<file path="src/rtl/ro_puf_pkg.sv">
// Shared definitions for the RO PUF measurement path: FSM state encoding and
// the layout of the 6-bit challenge word.
package ro_puf_pkg;

    typedef enum logic [1:0] {
        IDLE    = 2'd0,
        SETTLE  = 2'd1,
        COUNT   = 2'd2,
        COMPARE = 2'd3
    } state_t;

    localparam int CHAL_W    = 6;
    localparam int SEL_W     = 3;
    localparam int SEL_A_LSB = 0;
    localparam int SEL_B_LSB = 3;

    function automatic logic [SEL_W-1:0] sel_field(input logic [CHAL_W-1:0] chal,
                                                   input int lsb);
        return chal[lsb +: SEL_W];
    endfunction

endpackage

</file>
<file path="src/rtl/ro_edge_counter.sv">
// One measurement channel: brings an asynchronous ring-oscillator output into
// the clk domain, detects rising edges and counts them with saturation.
module ro_edge_counter #(
    parameter int CNT_W = 16
) (
    input  logic             clk,
    input  logic             rst,
    input  logic             i_sig,
    input  logic             i_clr,
    input  logic             i_en,
    output logic [CNT_W-1:0] o_count
);
    logic             r_sync1;
    logic             r_sync2;
    logic             r_prev;
    logic [CNT_W-1:0] r_count;
    logic             w_edge;
    logic             w_sat;

    // Two flops for metastability, a third to remember the last settled value.
    always_ff @(posedge clk or posedge rst) begin
        if (rst) begin
            r_sync1 <= 1'b0;
            r_sync2 <= 1'b0;
            r_prev  <= 1'b0;
        end else begin
            r_sync1 <= i_sig;
            r_sync2 <= r_sync1;
            r_prev  <= r_sync2;
        end
    end

    assign w_edge = r_sync2 & ~r_prev;
    assign w_sat  = &r_count;

    always_ff @(posedge clk or posedge rst) begin
        if (rst) begin
            r_count <= '0;
        end else if (i_clr) begin
            r_count <= '0;
        end else if (i_en && w_edge && !w_sat) begin
            r_count <= r_count + CNT_W'(1);
        end
    end

    assign o_count = r_count;

endmodule

</file>
<file path="src/rtl/ro_pair_counter.sv">
// Drives the two RO mux selects from a challenge, counts both oscillators over
// a gate window and reports which one ran faster together with the raw counts.
module ro_pair_counter
    import ro_puf_pkg::*;
#(
    parameter int CNT_W      = 16,
    parameter int WIN_W      = 16,
    parameter int SETTLE_CYC = 4
) (
    input  logic              clk,
    input  logic              rst,
    input  logic              start,
    input  logic [CHAL_W-1:0] challenge,
    input  logic [WIN_W-1:0]  win_len,
    input  logic              mux_out_a,
    input  logic              mux_out_b,
    output logic [SEL_W-1:0]  sel_a,
    output logic [SEL_W-1:0]  sel_b,
    output logic              busy,
    output logic              done,
    output logic              response,
    output logic [CNT_W-1:0]  count_a,
    output logic [CNT_W-1:0]  count_b,
    output state_t            o_dbg_state
);
    // Handshake: start is a level request taken only in IDLE (ignored otherwise);
    // busy covers accept+1 up to but excluding the single-cycle done strobe,
    // and response/count_* are valid from done until the next done.
    localparam int SET_W = $clog2(SETTLE_CYC + 1);

    state_t           r_state;
    state_t           w_state_next;
    logic [SET_W-1:0] r_settle_cnt;
    logic [WIN_W-1:0] r_win_len;
    logic [WIN_W-1:0] r_win_cnt;
    logic [SEL_W-1:0] r_sel_a;
    logic [SEL_W-1:0] r_sel_b;
    logic             r_done;
    logic             r_response;
    logic [CNT_W-1:0] r_count_a;
    logic [CNT_W-1:0] r_count_b;
    logic             w_accept;
    logic             w_cnt_clr;
    logic             w_cnt_en;
    logic [CNT_W-1:0] w_cnt_a;
    logic [CNT_W-1:0] w_cnt_b;

    always_ff @(posedge clk or posedge rst) begin
        if (rst) begin
            r_state <= IDLE;
        end else begin
            r_state <= w_state_next;
        end
    end

    always_comb begin
        w_state_next = r_state;
        w_accept     = 1'b0;
        case (r_state)
            IDLE: begin
                if (start) begin
                    w_accept     = 1'b1;
                    w_state_next = SETTLE;
                end
            end
            SETTLE: begin
                if (r_settle_cnt == SET_W'(1)) begin
                    w_state_next = (r_win_len == '0) ? COMPARE : COUNT;
                end
            end
            COUNT: begin
                if (r_win_cnt == WIN_W'(1)) begin
                    w_state_next = COMPARE;
                end
            end
            COMPARE: begin
                w_state_next = IDLE;
            end
            default: begin
                w_state_next = IDLE;
            end
        endcase
        // Holding the counters clear through SETTLE discards mux-switch glitches.
        w_cnt_clr = w_accept || (r_state == SETTLE);
        w_cnt_en  = (r_state == COUNT);
    end

    always_ff @(posedge clk or posedge rst) begin
        if (rst) begin
            r_settle_cnt <= '0;
            r_win_len    <= '0;
            r_win_cnt    <= '0;
            r_sel_a      <= '0;
            r_sel_b      <= '0;
        end else begin
            if (w_accept) begin
                r_settle_cnt <= SET_W'(SETTLE_CYC);
                r_win_len    <= win_len;
                r_sel_a      <= sel_field(challenge, SEL_A_LSB);
                r_sel_b      <= sel_field(challenge, SEL_B_LSB);
            end else if (r_state == SETTLE) begin
                r_settle_cnt <= r_settle_cnt - SET_W'(1);
            end
            if ((r_state == SETTLE) && (w_state_next == COUNT)) begin
                r_win_cnt <= r_win_len;
            end else if (r_state == COUNT) begin
                r_win_cnt <= r_win_cnt - WIN_W'(1);
            end
        end
    end

    always_ff @(posedge clk or posedge rst) begin
        if (rst) begin
            r_done     <= 1'b0;
            r_response <= 1'b0;
            r_count_a  <= '0;
            r_count_b  <= '0;
        end else begin
            r_done <= (r_state == COMPARE);
            if (r_state == COMPARE) begin
                r_response <= (w_cnt_a > w_cnt_b);
                r_count_a  <= w_cnt_a;
                r_count_b  <= w_cnt_b;
            end
        end
    end

    ro_edge_counter #(.CNT_W(CNT_W)) u_cnt_a (
        .clk     (clk),
        .rst     (rst),
        .i_sig   (mux_out_a),
        .i_clr   (w_cnt_clr),
        .i_en    (w_cnt_en),
        .o_count (w_cnt_a)
    );

    ro_edge_counter #(.CNT_W(CNT_W)) u_cnt_b (
        .clk     (clk),
        .rst     (rst),
        .i_sig   (mux_out_b),
        .i_clr   (w_cnt_clr),
        .i_en    (w_cnt_en),
        .o_count (w_cnt_b)
    );

    assign sel_a       = r_sel_a;
    assign sel_b       = r_sel_b;
    assign busy        = (r_state != IDLE);
    assign done        = r_done;
    assign response    = r_response;
    assign count_a     = r_count_a;
    assign count_b     = r_count_b;
    assign o_dbg_state = r_state;

endmodule

</file>
<file path="config.mk">
export PLATFORM = sky130hd
export DESIGN_NAME = ro_pair_counter
export DESIGN_NICKNAME = d
export VERILOG_FILES = /design/src/rtl/ro_puf_pkg.sv /design/src/rtl/ro_edge_counter.sv /design/src/rtl/ro_pair_counter.sv
export SDC_FILE = /design/constraint.sdc
export NUM_CORES = 1
export LEC_CHECK = 0
export BUFFER_PORTS_ARGS = -buffer_cell sky130_fd_sc_hd__clkbuf_2
export CORE_ASPECT_RATIO = 1.75
export CORE_MARGIN = 10
export CORE_UTILIZATION = 30
export CTS_CLUSTER_SIZE = 40
export DETAILED_ROUTE_END_ITERATION = 7
export GPL_TIMING_DRIVEN = 0
export PLACE_DENSITY = 0.54
export RECOVER_POWER = 25
export SYNTH_ARGS = -nofsm -noshare
export SYNTH_HDL_FRONTEND = slang
export SYNTH_SLANG_ARGS = --single-unit
</file>
<file path="constraint.sdc">
create_clock -name clk -period 5.5 [get_ports clk]
set_clock_uncertainty 0.2 [all_clocks]
set_input_delay 0.275 -clock clk [delete_from_list [all_inputs] [get_ports clk]]
set_output_delay 0.275 -clock clk [all_outputs]
set_load 0.01 [all_outputs]
</file>
# Word level (Yosys, flattened, before mapping)
# Cells that the tools add are included.
[word_totals]
regBits = 115
elab_cells = 65
[op_classes]
addsub = 4
order_cmp = 1
eq_ne = 6
n_mux = 15
bitwise = 4
reduce_logical = 17
[op_table]
columns = ["operator", "n"]
rows = [
  ["$mux W16", 6],
  ["$add A16 B1 Y16 const B", 2],
  ["$reduce_and A16 Y1", 2],
  ["$eq A16 B1 Y1 const B", 1],
  ["$gt A16 B16 Y1", 1],
  ["$logic_not A16 Y1", 1],
  ["$sub A16 B1 Y16 const B", 1],
  ["$reduce_bool A2 Y1", 5],
  ["$pmux W2 S4", 1],
  ["$eq A2 B2 Y1 const B", 3],
  ["$mux W2", 3],
  ["$mux W3", 2],
  ["$logic_and A1 B1 Y1", 5],
  ["$eq A3 B1 Y1 const B", 1],
  ["$mux W1", 3],
  ["$sub A3 B1 Y3 const B", 1],
  ["$and A1 B1 Y1", 2],
  ["$eq A2 B1 Y1 const B", 1],
  ["$logic_not A1 Y1", 2],
  ["$logic_not A2 Y1", 1],
  ["$not A1 Y1", 2],
  ["$logic_or A1 B1 Y1", 1],
]

# Logic depth before layout (Yosys ltp)
[logic_depth]
word_depth = 7
ltp_mapped = 9

# Cells and area by module
# A second synthesis with hierarchy kept.
[hier_totals]
hier_cells = 534
area_unflattened_um2 = 5666.7
[by_module_without_submodules]
columns = ["mod", "n_inst", "cells_per_inst", "area_per_inst_um2", "seq_area_each_um2"]
rows = [
  ["ro_pair_counter", 1, 328, 3649.8, 1926.8],
  ["ro_edge_counter", 2, 103, 1008.5, 475.5],
]

# Worst setup path before layout
# OpenSTA, ideal clock, no wires.
[synth_path]
path_kind = "register to register"
from = "register r_state[1], in the netlist o_dbg_state[1]"
to = "register r_win_len[0]"
t_arrival_ps = 1698
slack_ps = 3477
stages_incl_launch_ff = 6
path_buffers = 2
period_less_slack_ps = 2023
cell_sequence = "dfrtp_1 buf_2 or2_2 nor2_1 buf_2 mux2_2"
[synth_between]
elab_chain_len = 2
[synth_rtl]
columns = ["item", "line", "text"]
rows = [
  ["start, declared", "ro_pair_counter.sv:31", "state_t r_state;"],
  ["start signal, assigned", "ro_pair_counter.sv:52", "r_state <= w_state_next;"],
  ["$logic_not A2 Y1", "ro_pair_counter.sv:59", "case (r_state)"],
  ["$mux W1", "ro_pair_counter.sv:59", ""],
  ["end signal, assigned", "ro_pair_counter.sv:98", "r_win_len <= win_len;"],
  ["end, declared", "ro_pair_counter.sv:34", "logic [WIN_W-1:0] r_win_len;"],
]
# No other way between the ends.
# A chain may end at the register's enable or synchronous reset.

# Worst setup path after layout
[layout_path]
from = "register r_state[0], in the netlist o_dbg_state[0]"
to = "register u_cnt_a.r_count[7], in the netlist u_cnt_a.o_count[7]"
[layout_between]
elab_chain_len = 4
elab_cells_between_ends = 9
classes_between = "eq/ne (2); mux (2); reduce/logical (5)"
[layout_rtl]
columns = ["item", "line", "text"]
rows = [
  ["$logic_not A2 Y1 / $eq A2 B2 Y1 (equally long branches)", "ro_pair_counter.sv:59, ro_pair_counter.sv:85", ""],
  ["$mux W1 / $logic_and A1 B1 Y1 (equally long branches)", "ro_pair_counter.sv:59, ro_edge_counter.sv:41", ""],
  ["$logic_or A1 B1 Y1 / $logic_and A1 B1 Y1 (equally long branches)", "ro_pair_counter.sv:84, ro_edge_counter.sv:41", ""],
  ["$mux W16 / $reduce_bool A2 Y1 (equally long branches)", "--", ""],
  ["end signal, assigned", "ro_edge_counter.sv:42", "r_count <= r_count + CNT_W'(1);"],
  ["end, declared", "ro_edge_counter.sv:16", "logic [CNT_W-1:0] r_count;"],
]
# Parallel ways exist; a longest one is shown, timed or not.

==> impl_metrics.toml <==
[placement]
place_congestion = 0.870
place.port_buffers = 69
dp_slack_ns = 3.06
place_area_um2 = 6190
placed_cells = 824
dp_hpwl_mm = 10.9

[routing]
first_pass_iters = 5
vias_per_cell = 4.96
routed_wl_mm = 14.4
post_drt_wl_per_cell_um = 16.3
drt_iter0_drc = 191
vias = 4372
drcViolationCount = 0
antenna_left = 0

[min_path]
hold_class = "input port to flop"

[grt]
grt-ovfl-total = 0
grt_max_degree = 77
grt_pass1_vias = 4653
grt_usage_pct = 12.4
grt_pass1_wl_mm = 23.9
antenna_found_initial = 0

[power]
ir_worst_vdd_v = 0.000252
power_mw = 2.88
pwr_density_cell_nw_per_um2 = 411
leakage_nw = 3.05

[floorplan]
ioPinCount = 70
die_area_um2 = 24400
core-area_um2 = 18100
die_w_um = 123
die_h_um = 199
row_count = 65
start_util_pct = 30.6

[worst_setup_path]
arrival_ns = 2.59
worstSetupStartpointType = "flop"
path_class = "flop to flop"
required_ns = 5.57
worst-path-max-fanout = 10
end_kind = "flop"

[logic_synthesis]
synth_cell_types = 51
synth-seq-cells = 115
yosysWarnings = 0
syn-num-nets = 569
synthArstFlopShare_pct = 100
syn_avg_cell_area_um2 = 10.6
synth_edf_count = 0
seq_area_frac_synth_pct = 52.2
netlist_instances = 520
synth_ff_type = "dfrtp_1"
syn_area_um2 = 5520

[sta]
slew_headroom_pct = -23.4
fin_crit_sh_pct = 45.8
rsz0062_at_grt = "no"
hold_ws_ns = 0.122
timing.final.hold_violations = 0
setup_ws_ns = 2.98
max_freq_mhz = 397
fin_crit_ns = 2.52
setup_tns_ns = 0
tightest_slew_ns = 1.84
final-setup-viol-count = 0
report.final.slew_viol_count = 40

[cts]
cts_sinks = 115
cts_made_buffers = 17
clkTransAtPathRegs_ns = 0.06
cts_max_level = 4
postCtsSetupBuffers = 0
clockBufferDepth = 2
tritoncts = "built"
cts_root_buf = "clkbuf_16"
cts_resized = 0
insertion_delay_ns = 0.41

[run_status]
violations = "max-capacitance violations, max-slew violations"
status = "finished with violations"

[cells_and_area]
final_cells = 881
nets = 683
final_core_util_pct = 38.8
diodes = 0
fin_area_um2 = 7000
drive_above_1_share_pct = 21.3
area_delta_synth_final_pct = 26.9

[job]
maxCapViolations = 1
-- worst max-delay path, stage by stage, from the launching register on --
cell,delay [ns]
dfrtp_1,0.40
clkbuf_1,0.36
nor2_1,0.11
nor2_1,0.67
clkbuf_1,0.51
nor2_1,0.12
-- cells in the mapped netlist (all sizes together) (5+ instances only) --
library cell	count	area share (%)
nor4	14	2.0
nor2	43	2.9
dfrtp	115	52
a211oi	5	0.68
inv	27	1.8
mux2	36	7.3
nor3	15	1.5
nand2	56	3.8
ha	22	5.0
xnor2	25	4.0
o21ai	36	3.3
nand3	12	1.1
nand4	17	1.9
a21oi	17	1.5
o211ai	5	0.68
mux2i	7	1.3
clkbuf	12	0.82
-- cell families (layout without fill, tap and decap cells) --
logic type / Yosys count / count (layout) / synth area share, %
and+or+nand+nor: 188 / 188 / 17.7
DFF: 115 / 115 / 52.2
AOI/OAI and AO/OA: 84 / 84 / 9.57
muxes: 43 / 43 / 8.62
buffers and inverters: 43 / 170 / 3.02
xor gates and xnor gates: 25 / 25 / 3.97
adders and majority gates: 22 / 22 / 4.99
-- worst paths after layout --
check / from / end / slack [ns] / depth (start not counted)
max: o_dbg_state[0] / u_cnt_a.o_count[7] / 2.98 / 5
max in group asynchronous: rst / r_win_cnt[14] / 3.40 / 4
min in group asynchronous: rst / u_cnt_a.o_count[13] / 0.67 / 3
max reg2reg: o_dbg_state[0] / u_cnt_a.o_count[7] / 2.98 / 5
min: start / o_dbg_state[0] / 0.12 / 5
min reg2reg: u_cnt_a.r_sync1 / u_cnt_a.r_sync2 / 0.15 / 0
-- metal layers --
metal	track usage, %	vias up	share of wire [%]	wire length [µm]
met5	0	-	0	0
met4	6.62	0	3.4	486
li1	-	2096	-	-
met3	3.22	26	5.1	735
met1	12.8	2120	38	5520
met2	22.3	130	53	7650
-- layout make-up --
class | count | area (µm²)
tap | 234 | 293
fill | 1805 | 11100
clock inverter | 13 | 149
buffer | 16 | 63.8
timing repair buffer | 95 | 602
multi-input combinational | 362 | 2470
sequential | 115 | 2880
inverter | 27 | 103
clock buffer | 19 | 443
-- power breakdown --
part           internal [mW]  switching (mW)  total [mW]
Combinational          0.271           0.362       0.633
Clock                  0.685           0.411        1.10
Sequential              1.01           0.141        1.15
-- what timing repair did --
item | CTS | global route
hold buffers | 25 | 0
endpoints found under the hold margin | 63 | 0
endpoints found under the setup margin | 0 | 0
-- cell usage in the layout, fill, tap and decap left out, drive strengths merged, types with 7 or more instances in the layout --
master and n:
o21ai 36, ha 22, nand3 12, mux2i 7
nand2 56, nand4 17, dlygate4sd3 25, nor2 43
mux2 36, dfrtp 115, nor3 15, a21oi 17
inv 30, xnor2 25, clkbuf 101, nor4 14
-- sequential cells by signal (all words and copies together), names as in the netlist, 2 cells and up --
name / cells
count_a: 16
count_b: 16
o_dbg_state: 2
r_settle_cnt: 3
r_win_cnt: 16
r_win_len: 16
sel_a: 3
sel_b: 3
u_cnt_a.o_count: 16
u_cnt_b.o_count: 16
No activity file was read; power rests on OpenSTA's default activity.
